<file path="config.mk">
export PLATFORM = sky130hd
export DESIGN_NAME = dec_onehot_stream
export DESIGN_NICKNAME = d
export VERILOG_FILES = /design/src/rtl/dec_pkg.sv /design/src/rtl/dec_skid_buf.sv /design/src/rtl/dec_onehot_stream.sv
export SDC_FILE = /design/constraint.sdc
export NUM_CORES = 1
export LEC_CHECK = 0
export CORE_AREA = 2 2 40 42
export CTS_CLUSTER_SIZE = 10
export DETAILED_ROUTE_END_ITERATION = 12
export DIE_AREA = 0 0 42 44
export PLACE_DENSITY_LB_ADDON = 0.05
export SETUP_SLACK_MARGIN = 0.15
export SLEW_MARGIN = 20
export SYNTH_ARGS = -nofsm -noshare
export SYNTH_HDL_FRONTEND = slang
export SYNTH_SLANG_ARGS = --single-unit
</file>
<file path="constraint.sdc">
create_clock -name clk -period 1.29 [get_ports clk]
set_input_delay 0.129 -clock clk [delete_from_list [all_inputs] [get_ports clk]]
set_output_delay 0.129 -clock clk [all_outputs]
set_load 0.005 [all_outputs]
</file>
<file path="src/rtl/dec_pkg.sv">
// Shared types and helpers for the streaming one-hot decoder.
// Holds the skid-buffer state encoding, default parameter values and the decode function.
// No ports; imported by dec_skid_buf and dec_onehot_stream.
package dec_pkg;

  localparam int DEC_IN_W      = 2;
  localparam int DEC_CNT_W     = 8;
  // The decode helper works on a fixed maximum width; callers cast down to OUT_W.
  localparam int DEC_MAX_IN_W  = 6;
  localparam int DEC_MAX_OUT_W = 1 << DEC_MAX_IN_W;

  typedef enum logic [1:0] {
    EMPTY = 2'd0,
    ONE   = 2'd1,
    FULL  = 2'd2
  } state_t;

  // word[k] = en & (code == k); an all-zero word when disabled.
  function automatic logic [DEC_MAX_OUT_W-1:0] onehot(input logic [DEC_MAX_IN_W-1:0] code,
                                                      input logic en);
    logic [DEC_MAX_OUT_W-1:0] word;
    word = '0;
    if (en) word[code] = 1'b1;
    return word;
  endfunction

endpackage

</file>
<file path="src/rtl/dec_skid_buf.sv">
// Generic 2-entry skid buffer: main register M drives the output, S catches one extra word.
// Latency 1 cycle when empty; 1 word/cycle sustained under continuous out_ready.
// Backpressure: in_ready comes straight from the state flops (low only in FULL).
// Ports: clk, rst (async high), in_valid/in_ready/in_data, out_valid/out_ready/out_data.
module dec_skid_buf
  import dec_pkg::*;
#(
  parameter int W = 4
) (
  input  logic         clk,
  input  logic         rst,
  input  logic         in_valid,
  output logic         in_ready,
  input  logic [W-1:0] in_data,
  output logic         out_valid,
  input  logic         out_ready,
  output logic [W-1:0] out_data
);

  state_t         state_q, state_d;
  logic [W-1:0]   m_q, m_d;
  logic [W-1:0]   s_q, s_d;
  logic           in_fire;
  logic           out_fire;

  // Both handshake qualifiers depend only on state flops, so there is no
  // combinational path from out_ready to in_ready.
  assign in_ready  = (state_q != FULL);
  assign out_valid = (state_q != EMPTY);
  assign out_data  = m_q;
  assign in_fire   = in_valid & in_ready;
  assign out_fire  = out_valid & out_ready;

  always_comb begin
    state_d = state_q;
    m_d     = m_q;
    s_d     = s_q;
    case (state_q)
      EMPTY: begin
        if (in_fire) begin
          m_d     = in_data;
          state_d = ONE;
        end
      end
      ONE: begin
        if (in_fire && out_fire) begin
          m_d = in_data;
        end else if (in_fire) begin
          s_d     = in_data;
          state_d = FULL;
        end else if (out_fire) begin
          state_d = EMPTY;
        end
      end
      FULL: begin
        if (out_fire) begin
          m_d     = s_q;
          state_d = ONE;
        end
      end
      default: state_d = EMPTY;
    endcase
  end

  always_ff @(posedge clk or posedge rst) begin
    if (rst) begin
      state_q <= EMPTY;
      m_q     <= '0;
      s_q     <= '0;
    end else begin
      state_q <= state_d;
      m_q     <= m_d;
      s_q     <= s_d;
    end
  end

endmodule

</file>
<file path="src/rtl/dec_onehot_stream.sv">
// Streaming binary-to-one-hot decoder behind a 2-entry skid buffer.
// Latency 1 cycle from in_fire to out_valid when empty; full throughput.
// Backpressure: registered in_ready, low only while both skid entries are occupied.
// Ports: clk, rst, in_valid/in_ready/in_code/in_en, out_valid/out_ready/out_onehot,
//        and with DEC_HIT_CNT_EN defined: hit_clr, hit_cnt (saturating per-line hit counters).
// IN_W must not exceed DEC_MAX_IN_W.
module dec_onehot_stream
  import dec_pkg::*;
#(
  parameter  int IN_W  = DEC_IN_W,
  parameter  int CNT_W = DEC_CNT_W,
  localparam int OUT_W = 1 << IN_W
) (
  input  logic             clk,
  input  logic             rst,
  input  logic             in_valid,
  output logic             in_ready,
  input  logic [IN_W-1:0]  in_code,
  input  logic             in_en,
  output logic             out_valid,
  input  logic             out_ready,
  output logic [OUT_W-1:0] out_onehot
`ifdef DEC_HIT_CNT_EN
  ,
  input  logic                   hit_clr,
  output logic [OUT_W*CNT_W-1:0] hit_cnt
`endif
);

  logic [OUT_W-1:0] dec_word;

  assign dec_word = OUT_W'(onehot(DEC_MAX_IN_W'(in_code), in_en));

  dec_skid_buf #(
    .W(OUT_W)
  ) u_skid (
    .clk      (clk),
    .rst      (rst),
    .in_valid (in_valid),
    .in_ready (in_ready),
    .in_data  (dec_word),
    .out_valid(out_valid),
    .out_ready(out_ready),
    .out_data (out_onehot)
  );

`ifdef DEC_HIT_CNT_EN
  logic             out_fire;
  logic [CNT_W-1:0] cnt_q [OUT_W];
  logic [CNT_W-1:0] cnt_d [OUT_W];

  assign out_fire = out_valid & out_ready;

  // Clear wins over a same-cycle hit; counters stop at all-ones.
  always_comb begin
    for (int k = 0; k < OUT_W; k++) begin
      cnt_d[k] = cnt_q[k];
      if (hit_clr) begin
        cnt_d[k] = '0;
      end else if (out_fire && out_onehot[k] && (cnt_q[k] != {CNT_W{1'b1}})) begin
        cnt_d[k] = cnt_q[k] + 1'b1;
      end
    end
  end

  always_ff @(posedge clk or posedge rst) begin
    if (rst) begin
      for (int k = 0; k < OUT_W; k++) cnt_q[k] <= '0;
    end else begin
      cnt_q <= cnt_d;
    end
  end

  for (genvar k = 0; k < OUT_W; k++) begin : g_pack
    assign hit_cnt[k*CNT_W +: CNT_W] = cnt_q[k];
  end
`endif

endmodule

</file>
# ---- Yosys cells after proc, flatten, opt, wreduce, memory -nomap -nowiden
# Cells that the tools add are included.
dict set report word_totals {
  wordCells 37
  inputBits 7
  output_inout_bits 6
  reg_bits 10
}
dict set report classes {
  n_mux 13
  eq_ne 8
  n_bitwise 3
  reduce_logical 8
  n_lt_le_gt_ge 2
}
# operator count
set op_table {}
lappend op_table {{$mux 4} 4}
lappend op_table {{$pmux 4 s3} 1}
lappend op_table {{$mux 2} 5}
lappend op_table {{$reduce_and 4->1} 2}
lappend op_table {{$lt 2x7->1 const B} 1}
lappend op_table {{$ne 2x1->1 const B} 3}
lappend op_table {{$pmux 2 s3} 1}
lappend op_table {{$ne 2x2->1 const B} 2}
lappend op_table {{$ne 3x1->1 const B} 1}
lappend op_table {{$reduce_and 3->1} 1}
lappend op_table {{$reduce_bool 3->1} 1}
lappend op_table {{$and 1x1->1} 2}
lappend op_table {{$demux 1 s2} 1}
lappend op_table {{$eq 2x1->1 const B} 1}
lappend op_table {{$eq 2x2->1 const B} 1}
lappend op_table {{$ge 2x1->1 const B} 1}
lappend op_table {{$logic_and 1x1->1} 2}
lappend op_table {{$logic_not 2->1} 1}
lappend op_table {{$reduce_bool 2->1} 1}
lappend op_table {{$mux 1} 1}
lappend op_table {{$not 1->1} 1}

# ---- Depth between registers and ports, before layout
# Gate-level depths: netlist (run 1).
dict set report depth {
  word_depth 7
  ltp_mapped 4
  ltp_nobuf 3
}

# ---- Hierarchy
# From an unflattened synthesis (run 1), not the netlist that was laid out.
dict set report hier_totals {
  cells_unflattened 41
  area_unflattened_um2 565.5
}
# mod seq_area_each_um2 instances cells_each area_each_um2
set by_module_without_submodules {}
lappend by_module_without_submodules {dec_skid_buf 250.2 1 37 528.0}
lappend by_module_without_submodules {dec_onehot_stream 0.0 1 4 37.5}

# ---- Least setup slack after synthesis (run 1)
# No wires, ideal clock.
dict set report synth_timing {
  path_kind {flip-flop to flip-flop}
  from {reg u_skid.state_q[0]}
  to {reg u_skid.m_q[0] (netlist: u_skid.out_data[0])}
  path_buffers 1
  required_ns 1.165
  period_less_slack_ns 1.338
  path_stages_with_launch 5
  t_arrival_ns 1.213
  path_slack_ns -0.048
  setup_time_ns 0.125
  path_cell_list {dfrtp_1 -> nand2b_1 -> buf_6 -> mux2_4 -> mux2_4}
}
dict set report synth_between {
  elab_chain_cells 5
  elab_cells_between_ends 14
  cone_classes {eq/ne: 6; mux: 1; bitwise: 2; reduce/logical: 5}
}
# element line
set synth_lines {}
lappend synth_lines {{start: declaration} dec_skid_buf.sv:20} ;# state_t state_q, state_d;
lappend synth_lines {{start signal: assignment} dec_skid_buf.sv:71} ;# state_q <= state_d;
lappend synth_lines {{$ne 2x2->1 *} dec_skid_buf.sv:28} ;# assign in_ready = (state_q != FULL);
lappend synth_lines {{net in_ready} dec_onehot_stream.sv:17} ;# output logic in_ready,
lappend synth_lines {{$and 1x1->1 *} dec_skid_buf.sv:31} ;# assign in_fire = in_valid & in_ready;
lappend synth_lines {{$logic_and 1x1->1} dec_skid_buf.sv:46} ;# if (in_fire && out_fire) begin
lappend synth_lines {{$ne 2x1->1 (no line)} n/a}
lappend synth_lines {{$reduce_and 4->1 (no line) *} n/a}
lappend synth_lines {{end signal: assignment} dec_skid_buf.sv:72} ;# m_q <= m_d;
lappend synth_lines {{end: declaration} dec_skid_buf.sv:21} ;# logic [W-1:0] m_q, m_d;
# Mark *: on every way through the listed nets, which the timed path passes. The rest lies on a longest branch.
# A chain may end at the register's enable or synchronous reset.

# ---- Final worst setup path (run 1)
dict set report layout_timing {
  from {reg u_skid.state_q[0]}
  to {reg u_skid.m_q[0] (netlist: u_skid.out_data[0])}
}
dict set report layout_between {
  elab_chain_cells 5
  elab_cells_between_ends 14
  cone_classes {eq/ne: 6; mux: 1; bitwise: 2; reduce/logical: 5}
}
# element line
set layout_lines {}
lappend layout_lines {{$ne 2x2->1 or $reduce_bool 2->1 (tied branches)} {dec_skid_buf.sv:28, dec_skid_buf.sv:29}}
lappend layout_lines {{$and 1x1->1, on equally long branches} {dec_skid_buf.sv:31, dec_skid_buf.sv:32}}
lappend layout_lines {{$logic_and 1x1->1} dec_skid_buf.sv:46}
lappend layout_lines {{$ne 2x1->1 (no line)} n/a}
lappend layout_lines {{$reduce_and 4->1 (no line)} n/a}
# Parallel ways exist; a longest one is shown, timed or not.

==> results of run 1 <==
-- worst max-delay path by stage --
| stage | start | endpoint | depth (start not counted) |
|---|---|---|---|
| after floorplan | u_skid.state_q[0] | u_skid.out_data[0] | 4 |
| after global placement | in_code[0] | u_skid.out_data[2] | 4 |
| after detailed placement | out_ready | u_skid.out_data[2] | 4 |
| after CTS | u_skid.state_q[0] | u_skid.out_data[0] | 4 |
| after global routing | u_skid.state_q[0] | u_skid.out_data[2] | 4 |
| final | u_skid.state_q[0] | u_skid.out_data[0] | 4 |
-- stage by stage --
step                worst slack, ns  util [%]  TNS [ns]  hold WS [ns]
detailed placement           -0.219      54.0     -1.89         0.444
floorplan                   -0.0300         -   -0.0600       -0.0309
global placement             -0.165      54.0     -1.37         0.422
CTS                         -0.0440      58.7    -0.134         0.150
finish                      -0.0811      62.5    -0.297         0.139
global route                -0.0935      62.5    -0.499         0.189
-- cell type report --
cell class / instances / area (um^2) / share of cell area, %
multi-input cells: 31 / 334 / 37.7
flip-flops and latches: 10 / 251 / 28.3
well taps: 16 / 20.0 / 2.26
clock buffers: 4 / 36.3 / 4.09
repair buffers: 27 / 234 / 26.4
inverters: 3 / 11.3 / 1.27
-- flip-flops by register name (all words and copies together) (netlist names) --
signal	flops
u_skid.out_data	4
u_skid.s_q	4
u_skid.state_q	2
-- cell families (layout without fill, tap and decap cells) --
family,Yosys count,in the layout,share of synthesized area [%]
mux,11,11,25.2
flops,10,10,46.7
simple gates,14,14,17.3
buf+inv,4,34,4.21
compound gates,6,6,6.54
-- layer usage --
metal | track usage [%] | vias up
li1 | - | 219
met1 | 17.4 | 222
met2 | 28.1 | 8
met3 | 2.92 | 2
met4 | 9.68 | 0
met5 | 0 | -
-- where the power goes --
group | internal [mW] | total (mW) | leakage (nW) | switching (mW)
logic | 0.246 | 0.380 | 0.315 | 0.134
registers | 0.368 | 0.409 | 0.131 | 0.0410
clock network | 0.171 | 0.280 | 0.0210 | 0.109
total | 0.785 | 1.07 | 0.467 | 0.284
-- what timing repair did --
action                                  in CTS  in global routing
buffers inserted                             4                  1
resized for setup                           15                 12
pin swaps                                    1                  1
cloned                                       0                  0
hold endpoints to repair                     0                  0
endpoints found under the setup margin      14                 12
-- layout by cell type (no fill, tap or decap) --
cell,n
sky130_fd_sc_hd__buf_4,12
sky130_fd_sc_hd__dfrtp_1,9
sky130_fd_sc_hd__mux2_4,8
sky130_fd_sc_hd__clkdlybuf4s50_1,4
sky130_fd_sc_hd__dlygate4sd2_1,4
sky130_fd_sc_hd__mux2i_1,3
sky130_fd_sc_hd__inv_1,3
sky130_fd_sc_hd__clkbuf_4,3
sky130_fd_sc_hd__buf_6,3
sky130_fd_sc_hd__nand2b_4,2
sky130_fd_sc_hd__nand2_1,2
sky130_fd_sc_hd__nand3b_1,2
sky130_fd_sc_hd__dlymetal6s2s_1,2
sky130_fd_sc_hd__buf_2,2
sky130_fd_sc_hd__and2b_2,1
sky130_fd_sc_hd__a21oi_1,1
sky130_fd_sc_hd__and3b_1,1
sky130_fd_sc_hd__nor2b_4,1
sky130_fd_sc_hd__o21ai_4,1
sky130_fd_sc_hd__nand3_1,1
sky130_fd_sc_hd__nand4bb_4,1
sky130_fd_sc_hd__nand2_2,1
sky130_fd_sc_hd__o21ai_2,1
sky130_fd_sc_hd__a21oi_2,1
sky130_fd_sc_hd__o22ai_1,1
sky130_fd_sc_hd__nor3b_1,1
sky130_fd_sc_hd__o21ai_1,1
sky130_fd_sc_hd__or2_2,1
sky130_fd_sc_hd__clkbuf_8,1
sky130_fd_sc_hd__dfrtp_2,1
-- critical path: cells and delay by family (launching register included) --
kind | cells | cell delay [ns]
flops | 1 | 0.40
buf+inv | 1 | 0.13
simple gates | 1 | 0.16
mux | 2 | 0.56
==> parameters.txt, run 1 <==
Parameter                              Value

Outcome
  Outcome ... finished with violations
  Violated checks ... setup timing

Pwr
  Leakage power ... roughly 0.47 nW
  Final total power ... 1.07 mW
  Power per cell area ... 1210 nW/um^2
  VDD IR-drop max ... 603 uV

Floorplan
  Standard cell core area ... between 1000 and 1500 um^2
  Width of the die ... 42 um
  DIE AREA ... 1850 um^2
  Ports placed on the boundary ... 13
  Number of cell rows ... 14
  Initial standard-cell utilization of the core ... 37.7%
  Die height ... 44 um

Worst setup path
  Capture instance of the worst register-to-register path ... u_skid.out_data[0]
  Maximum fanout along the worst path ... 5
  Minimum setup slack among reg-to-reg paths ... -0.08 ns
  Critical path start-end classification ... flip-flop to flip-flop
  Startpoint kind of the worst setup timing path ... flip-flop
  Max stage delay on crit path ... 0.40 ns
  Most frequent CP cell ... sky130_fd_sc_hd__mux2_4
  Standard cell with the maximum stage delay on the critical path ... sky130_fd_sc_hd__dfrtp_1
  Crit path required time ... about 1.4 ns
  Reg2reg path depth ... 4
  Critical path, cell by cell ... buf_6 > nand2b_4 > mux2_4 > mux2_4
  Kind of capture point of the worst setup path ... flip-flop
  Launch point of the worst reg-to-reg path ... u_skid.state_q[0]
  Critical path data arrival time ... between 1.5 and 2 ns

Yosys
  List of most frequent post-synthesis cells ... sky130_fd_sc_hd__dfrtp_1, sky130_fd_sc_hd__mux2_2, sky130_fd_sc_hd__mux2_4
  Number of distinct library cells after synthesis ... 20
  Most common cell in the netlist ... sky130_fd_sc_hd__dfrtp_1
  Share of synthesized area occupied by flip-flops and latches ... 46.7%
  Post-synthesis sequential element count ... 10
  Cell type with the highest aggregate area in the netlist ... sky130_fd_sc_hd__dfrtp_1
  Gate count of the mapped netlist ... 45
  Mean cell area of the mapped netlist ... 11.9 um^2
  Primary flip-flop cell chosen by synthesis mapping ... sky130_fd_sc_hd__dfrtp_1
  Area share of the largest cell type after synthesis ... 46.7%
  Post-synth EDFFs ... 0
  Synthesized cell area ... 536 um^2
  Number of warnings printed during yosys synthesis ... 0
  Ys async rst share ... 100%
  Most area-consuming cells after synthesis ... sky130_fd_sc_hd__dfrtp_1, sky130_fd_sc_hd__mux2_4, sky130_fd_sc_hd__mux2_2
  Synthesized net count ... 52

Clock network
  Root Buffer ... sky130_fd_sc_hd__clkbuf_4
  Clock latency of the later-clocked register in the worst-skew pair ... ~0.26 ns
  H-tree lvl count ... 1
  Clock transition at the registers of the reported paths ... about 0.07 ns
  Clock tree buffer depth ... 2
  CTS tree ... built
  Number of buffers inserted by hold repair at cts ... 0
  Cts bufs inserted ... 3
  Sinks on Clock Net ... 10

Detailed routing
  Routed Antenna Nets ... 0
  Remaining routing DRC violations ... 0
  Wire length per cell after detailed routing ... 13.8 um
  Via count ... about 450
  WL met3 ... 37 um
  DR vias/cell ... 4.96
  Iteration-0 DRC Markers ... 7
  Highest metal layer with signal wires ... met4
  Met1 WL ... 500 um
  Sum of met2 wire segment lengths after detailed routing ... 713 um
  Wire length reported by the detailed router ... 1.26 mm
  TritonRoute pass-1 iters ... 2

STA
  Unrepaired setup endpoints after global routing ... true
  Hold Fails Final Rpt ... 0
  Crit path time final ... 1.37 ns
  Worst slew slack as a fraction of its limit ... 74.2%
  Max Freq ... 729 MHz
  Least setup slack across all paths after layout ... -0.0811 ns
  Final Max Tran Viols ... 0
  Transition time at the pin with the least slew margin ... around 0.39 ns
  Fraction of the cycle the final worst path needs ... 106%
  Setup violation total in the final timing report ... 7
  Worst Clk Skew ... 0.00659 ns

Placed design
  DP Cell Count ... slightly above 80
  Quantity of I/O buffers inserted on ports ... 12
  Dpl hpwl ... roughly 950 um
  Placer Congestion ... 0.656
  DP Area ... between 700 and 800 um^2

Final layout
  Area of all placed cells without fillers ... 887 um^2
  Fraction of final layout cells sized beyond drive strength 1 ... 53.3%
  Area added between synthesis and finish ... 65.7%
  Filler instances ... 128
  Number of nets in the layout ... 83
  Cell Count, Final, Fillers Out ... between 90 and 100
  Diodes inserted ... 0

GRT
  Global-route wire length before repair ... 2.09 mm
  Total routing resource utilization after global routing ... 15.8%
  Pin count of the biggest net entering global routing ... 11
  Antenna violations before repair ... 0
  Vias in the first global route ... 477
  Remaining Overflow, GRT ... 0

Min path
  Path type of the worst min-delay path ... input port to asynchronous set/reset pin

Run
  Max-cap violations ... 0
Note: power is estimated with default switching activity, not from simulation.
==> inputs of run 2 (changes only) <==
--- a/constraint.sdc
+++ b/constraint.sdc
@@ -3,2 +3,2 @@
 set_output_delay 0.129 -clock clk [all_outputs]
-set_load 0.005 [all_outputs]
+set_load 0.05 [all_outputs]
==> parameters.txt, run 2 (same netlist as run 1, synthesis figures left out) <==
Parameter                              Value

Outcome
  Outcome ... finished with violations
  Violated checks ... setup timing

Min path
  Path type of the worst min-delay path ... input port to asynchronous set/reset pin

Worst setup path
  Beginning of the critical path ... u_skid.state_q[0]
  Critical path start-end classification ... flip-flop to flip-flop
  Max stage delay on crit path ... approximately 0.43 ns
  Startpoint kind of the worst setup timing path ... flip-flop
  Critical path, cell by cell ... buf_6 > nand3b_1 > o21ai_4 > mux2_4
  Critical path data arrival time ... roughly 1.5 ns
  Reg2reg path depth ... 4
  Crit path required time ... 1.44 ns
  Kind of capture point of the worst setup path ... flip-flop
  Standard cell with the maximum stage delay on the critical path ... sky130_fd_sc_hd__dfrtp_1
  Maximum fanout along the worst path ... 4
  Launch point of the worst reg-to-reg path ... u_skid.state_q[0]

STA
  Unrepaired setup endpoints after global routing ... true
  Worst slew slack as a fraction of its limit ... 74.0%
  Final Max Tran Viols ... 0
  Fraction of the cycle the final worst path needs ... 106%
  Crit path time final ... 1.37 ns
  Hold Fails Final Rpt ... 0
  Worst Clk Skew ... roughly 0.0047 ns
  Worst hold slack after final layout ... 0.136 ns
  Max Freq ... between 700 and 800 MHz
  Post-route setup TNS ... -0.347 ns
  Setup violation total in the final timing report ... 6
  Transition time at the pin with the least slew margin ... 0.389 ns
  Least setup slack across all paths after layout ... -0.0793 ns

Run
  Max-cap violations ... 0

Placed design
  DP Cell Count ... 81
  DP Area ... 806 um^2
  Placer Congestion ... about 0.69
  Dpl hpwl ... 930 um
  Quantity of I/O buffers inserted on ports ... 12

Detailed routing
  Via count ... 444
  Remaining routing DRC violations ... 0
  TritonRoute pass-1 iters ... 4
  Iteration-0 DRC Markers ... 8
  Wire length per cell after detailed routing ... 15.6 um
  Wire length reported by the detailed router ... 1.39 mm
  Routed Antenna Nets ... 0
  DR vias/cell ... 4.99

Floorplan
  Ports placed on the boundary ... 13
  Width of the die ... 42 um
  DIE AREA ... 1850 um^2
  Initial standard-cell utilization of the core ... approximately 38%
  Number of cell rows ... 14
  Die height ... 44 um
  Standard cell core area ... roughly 1400 um^2

GRT
  Global-route wire length before repair ... ~2.1 mm
  Pin count of the biggest net entering global routing ... 11
  Remaining Overflow, GRT ... 0
  Antenna violations before repair ... 0
  Vias in the first global route ... 447
  Total routing resource utilization after global routing ... 15.8%

Clock network
  Number of buffers inserted by hold repair at cts ... 0
  Clock tree buffer depth ... 2
  H-tree lvl count ... 1
  Cts bufs inserted ... 3
  Root Buffer ... sky130_fd_sc_hd__clkbuf_4
  CTS tree ... built
  Clock transition at the registers of the reported paths ... roughly 0.07 ns
  Sinks on Clock Net ... 10
  Clock latency of the later-clocked register in the worst-skew pair ... approximately 0.27 ns

Final layout
  Number of nets in the layout ... approximately 80
  Most frequent standard cell in the layout excluding fill and tap cells ... sky130_fd_sc_hd__buf_4
  Fraction of final layout cells sized beyond drive strength 1 ... 53.4%
  Area added between synthesis and finish ... 72.4%
  Most frequent cells in the layout ... sky130_fd_sc_hd__buf_4, sky130_fd_sc_hd__dfrtp_1, sky130_fd_sc_hd__mux2_4
  Cell Count, Final, Fillers Out ... 89
  Area of all placed cells without fillers ... around 920 um^2
  Diodes inserted ... 0

Pwr
  Final total power ... 1.27 mW
  Power per cell area ... 1370 nW/um^2
  Leakage power ... 0.453 nW
  VDD IR-drop max ... 808 uV
==> run 2: cell types whose count changed in the layout (fill, tap and decap cells not counted), sizes merged <==
| cell | previous run | this run |
|---|---|---|
| dlygate4sd2 | 4 | 0 |
| dlymetal6s2s | 2 | 1 |
| clkdlybuf4s50 | 4 | 5 |
| buf | 17 | 19 |
==> run 2: report_power, final <==
group,total [mW],switching (mW),internal [mW]
Clock,0.285,0.114,0.171
Sequential,0.426,0.0579,0.368
Combinational,0.556,0.242,0.314
Total,1.27,0.414,0.853
==> run 2: metal layers <==
metal	global-route usage [%]	vias to the layer above	wire [um]
met4	7.74	0	5
met1	17.0	209	519
met2	28.7	19	797
met5	0	-	0
met3	4.17	2	64
li1	-	214	-
==> run 2: worst max-delay path, delay by kind of cell, from the launching register on <==
kind	cells	cell delay [ns]
AOI/OAI and AO/OA	1	0.14
buffers and inverters	1	0.14
DFF	1	0.43
muxes	1	0.33
and+or+nand+nor	1	0.21
==> run 2: path summary, 6_finish.rpt <==
| kind | to | slack (ns) |
|---|---|---|
| min in group clk | u_skid.state_q[1] | 0.19 |
| max in group asynchronous | u_skid.state_q[1] | 0.86 |
| max | u_skid.out_data[3] | -0.08 |
| max reg2reg | u_skid.out_data[3] | -0.08 |
| min | u_skid.out_data[3] | 0.14 |
| min reg2reg | u_skid.s_q[1] | 0.48 |
==> run 2: layout make-up <==
| type | instances | area [um^2] |
|---|---|---|
| multi-input cells | 31 | 318 |
| well taps | 16 | 20.0 |
| flip-flops and latches | 10 | 251 |
| inverters | 3 | 11.3 |
| clock buffers | 4 | 36.3 |
| repair buffers | 25 | 287 |
| fillers | 101 | 495 |
==> run 2: through the flow <==
| stage | util, % | worst slack (ns) |
|---|---|---|
| 2_1_floorplan | - | -0.0683 |
| 3_3_place_gp | 56.8 | -0.219 |
| 3_5_place_dp | 56.8 | -0.281 |
| 4_1_cts | 62.7 | -0.0482 |
| 5_1_grt | 65.1 | -0.0909 |
| 6_report | 65.1 | -0.0793 |
==> run 2: repair_timing <==
| item | in CTS | in global routing |
|---|---|---|
| endpoints found under the setup margin | 10 | 10 |
| buffers inserted | 3 | 1 |
| pin swaps | 0 | 0 |
| resized for setup | 6 | 6 |
==> patch 1, RTL diff (config.mk and constraints of run 2) <==
Re-encode `state_t` (3 states) as one-hot, 3 bits wide.
--- a/src/rtl/dec_pkg.sv
+++ b/src/rtl/dec_pkg.sv
@@ -11,6 +11,6 @@
 
-  typedef enum logic [1:0] {
-    EMPTY = 2'd0,
-    ONE   = 2'd1,
-    FULL  = 2'd2
+  typedef enum logic [2:0] {
+    EMPTY = 3'b001,
+    ONE   = 3'b010,
+    FULL  = 3'b100
   } state_t;
Formal check against the unedited RTL: same outputs for any inputs over 10 cycles, from zero or initial values and one cycle with rst high; not proved beyond that.
==> patch 1 against run 2 <==
  * The flow still finishes with violations (setup timing)
  * Setup slack got worse by 0.14 ns
  * Synthesized area is 11% higher
  * Routed wire length decreased by 7.2%
  * Sequential cell count is 1 higher
  * Worst hold slack improved by 0.018 ns
  * Cell area grew 5.0%
  * Non-clock buffer count is 2 lower
  * Maximum frequency down 9.3%
  * Count of clock-buffer cells in the layout did not move
Power is not compared: it rests on default switching activity, and its combinational part moved more than twofold at a synthesized area within 25%.
==> patch 1: results (changes against run 2) <==
Worst setup path
  – Crit path DAT: 1.66 ns (was 1.52 ns)
  – R2R cell count: 5 (was 4)
  – Crit-path max FO: 5 (was 4)
  – Max incr delay on CP: 0.39 ns (was 0.43 ns)
  – RR Startpoint: u_skid.state_q[0] (unchanged)
  – FF-to-FF End: u_skid.out_data[0] (was u_skid.out_data[3])
  – CP max-delay cell: dfstp_2 (was dfrtp_1)
  – Crit-path leading delay family: multiplexers (was flip-flops)

Placement
  – Port Buffers: 12 (unchanged)
  – GP Congestion: 0.8050 (was 0.6895)
  – Hpwl dp: 918.1 µm (was 929.7 µm)

Detailed routing
  – Vias per inst: 4.894 (was 4.989)
  – Vias: 460 (was 444)
  – Iter 0 DRT Violations: 3 (was 8)
  – Routed wire length: 1.287 mm (was 1.387 mm)
  – DR pass1 iterations: 2 (was 4)

GRT
  – All-layer global routing usage: 15.64% (was 15.81%)
  – Number of global-route vias before repair: 472 (was 447)
  – Largest net degree at the start of global routing: 12 (was 11)
  – First-pass GRT wire length: 2.132 mm (was 2.056 mm)
  – Antenna violations before repair: 0 (unchanged)

CTS
  – Clock transition at path regs: about 0.08 ns
  – Hold-fix buffers, CTS: 0 (unchanged)
  – Cts bufs inserted: 3 (unchanged)
  – CTS max path bufs: 2 (unchanged)
  – CTS root buf: clkbuf_4 (unchanged)
  – Worst skew pair latency: 0.27 ns (about the same)
  – CTS H-tree lvls: 1 (unchanged)

Yosys
  – Sequential fraction of the synthesis area: 46.53% (was 46.73%)
  – Cell variety after synth: 25 (was 20)
  – Most used DFF post-synth: dfrtp_1 (unchanged)
  – Top post-synthesis cells by area: dfrtp_1 42%, mux2_2 11%, mux2_4 7.6%, dfstp_2 4.4%, a31oi_4 3.6% (was dfrtp_1 47%, mux2_4 11%, mux2_2 8.4%, mux2i_1 5.6%, nand3b_1 2.8%)
  – Post-synthesis net count: 58 (was 52)
  – Synth Instances: 51 (was 45)
  – Synth async-reset ratio: 100.0% (unchanged)
  – Commonest cells in the synthesized netlist: 10 x dfrtp_1, 6 x mux2_2, 3 x mux2_4, 3 x nor2_1, 3 x nor2b_1 (was 10 x dfrtp_1, 4 x mux2_2, 4 x mux2_4)
  – Ys Warns: 0 (unchanged)

Final layout
  – Nets: 86 (was 81)
  – # fillers: 112 (was 101)
  – Share of cells above drive strength 1: 53.85% (was 53.42%)
  – ANT cells: 0 (unchanged)

Pwr
  – Internal: between 1 and 1.5 mW
  – Worst VDD drop: around 0.0010 V
  – Leakage: between 0.4 and 0.5 nW

Status
  – Status: complete, but fails checks (unchanged)
  – Failing checks: setup timing (unchanged)

Timing
  – Worst-Margin Slew: 0.4330 ns (was 0.3891 ns)
  – Setup violators final: 9 (was 6)
  – WHS: 0.1545 ns (was 0.1360 ns)
  – Max Clock Skew: 0.004125 ns (was 0.004654 ns)
  – Setup slack after layout: -0.2189 ns (was -0.07932 ns)
  – Setup TNS: -1.369 ns (was -0.3470 ns)

Worst hold path
  – Worst Hold Class: in2async (unchanged)
-- patch 1: changes by cell type after synthesis, sizes merged, moves of 2 or more --
cell,change
nor2,+4
mux2i,-3
a21o,+2
mux2,+2
nor2b,+2
o21ai,-2
-- patch 1: layout make-up --
cell class,count,area (µm²),share of cell area [%]
clock buffer,4,26.28,2.710
inverter,3,13.76,1.419
multi-input combinational,37,375.4,38.71
sequential,11,277.8,28.65
tap,16,20.02,2.065
timing repair buffer,23,256.5,26.45
-- patch 1: kinds of logic (layout without fill, tap and decap cells) --
| family | Yosys count | after routing | synth area share (%) |
|---|---|---|---|
| buffers and inverters | 3 | 30 | 1.895 |
| AND/OR/NAND/NOR | 19 | 19 | 19.37 |
| AO/OA/AOI/OAI | 8 | 8 | 11.37 |
| multiplexers | 10 | 10 | 20.84 |
| flip-flops | 11 | 11 | 46.53 |
-- patch 1: metrics by stage --
stage | utilization, % | setup WS, ns | area, µm²
finish | 68.34 | -0.2189 | 969.7
global route | 68.34 | -0.2649 | 969.7
CTS | 64.55 | -0.2234 | 915.9
detailed placement | 58.82 | -0.3426 | 834.6
global placement | 58.82 | -0.3419 | 834.6
floorplan | - | -0.1342 | 606.8
-- patch 1: power groups by stage --
stage	clock, mW	combinational (mW)	sequential, mW
2_1_floorplan	0	0.377	0.752
3_3_place_gp	0	0.965	0.596
3_5_place_dp	0	0.970	0.600
4_1_cts	0.245	1.10	0.596
5_1_grt	0.262	1.30	0.620
6_report	0.239	1.24	0.606
-- patch 1: timing repair --
action / 4_1_cts / 5_1_grt
gates resized for setup: 10 / 11
endpoints found under the setup margin: 12 / 13
pin swaps: 3 / 2
buffers inserted: 3 / 1
-- patch 1: worst max-delay path by stage --
stage / from / end / slack, ns / depth (start not counted)
after global routing: u_skid.state_q[0] / u_skid.out_data[0] / -0.26 / 5
final: u_skid.state_q[0] / u_skid.out_data[0] / -0.22 / 5
after detailed placement: in_valid / u_skid.out_data[3] / -0.34 / 5
after global placement: in_valid / u_skid.out_data[3] / -0.34 / 5
after CTS: u_skid.state_q[0] / out_valid / -0.22 / 3
after floorplan: u_skid.state_q[0] / u_skid.out_data[3] / -0.13 / 4
-- patch 1: routing by layer --
metal | track usage (%) | up-vias | share of wire (%)
met5 | 0 | - | 0
met4 | 5.806 | 0 | 0
met3 | 2.917 | 0 | 2.7
met2 | 25.94 | 7 | 48
met1 | 20.42 | 222 | 49
li1 | - | 231 | -
==> patch 2, RTL diff (flow settings as in run 2) <==
Without the edit above. The option `DEC_HIT_CNT_EN` is turned on by a define.
--- a/src/rtl/dec_onehot_stream.sv
+++ b/src/rtl/dec_onehot_stream.sv
@@ -6,2 +6,4 @@
 // IN_W must not exceed DEC_MAX_IN_W.
+`define DEC_HIT_CNT_EN
+
 module dec_onehot_stream
Interface: changed (added hit_clr and hit_cnt); port bits go from 13 to 46. No check against the original RTL was run, so the function may have changed too.
==> patch 2 against run 2 <==
  * The run now fails in global placement without I/O
  * Synthesized area rose to 4.2 times the old value
==> patch 2: results (changes against run 2) <==
Yosys
  – Cell variety after synth: 47 (was 20)
  – Commonest cells in the synthesized netlist: 42 x dfrtp_1, 23 x nor2_1, 17 x a21oi_1, 15 x nand2_1, 10 x nand3_1 (was 10 x dfrtp_1, 4 x mux2_2, 4 x mux2_4)
  – Synth Instances: 225 (was 45)
  – Synthesized flop and latch total: 42 (was 10)
  – Top post-synthesis cells by area: dfrtp_1 47%, nor2_1 3.8%, a21oi_1 3.8%, mux2i_1 3.6%, xor2_1 3.1% (was dfrtp_1 47%, mux2_4 11%, mux2_2 8.4%, mux2i_1 5.6%, nand3b_1 2.8%)
  – Post-synthesis net count: 237 (was 52)
  – Synth async-reset ratio: 100.0% (unchanged)
  – Ys Warns: 0 (unchanged)
  – Sequential fraction of the synthesis area: 46.67% (was 46.73%)

Status
  – Failed at: global placement without I/O
  – Error: [ERROR FLW-0024] Place density exceeds 1.0 (current PLACE_DENSITY_LB_ADDON =  0.05). Please check if the value of  PLACE_DENSITY_LB_ADDON is between 0 and 0.99.
  – Status: aborted with a tool error (was complete, but fails checks)

Die
  – Die W: 42 µm (unchanged)
## patch 2: changes by cell type after synthesis, moves of 5 or more
| cell | run 2 | this run |
|---|---|---|
| dfrtp_1 | 10 | 42 |
| nor2_1 | 0 | 23 |
| a21oi_1 | 2 | 17 |
| nand2_1 | 3 | 15 |
| nand3_1 | 1 | 10 |
| xor2_1 | 0 | 8 |
| or4_1 | 0 | 7 |
| xnor2_1 | 0 | 7 |
| o211ai_1 | 0 | 6 |
| o21ai_0 | 2 | 8 |
| o31ai_1 | 0 | 6 |
| mux2i_1 | 3 | 8 |
| or3_1 | 0 | 5 |
## patch 2: logic make-up after synthesis
kind of cell,Yosys count,share of synthesized area [%]
compound gates,53,16.56
xor+xnor,15,5.834
fa+ha+maj,4,2.222
buf+inv,15,3.277
flops,42,46.67
mux,12,5.556
simple gates,84,19.89
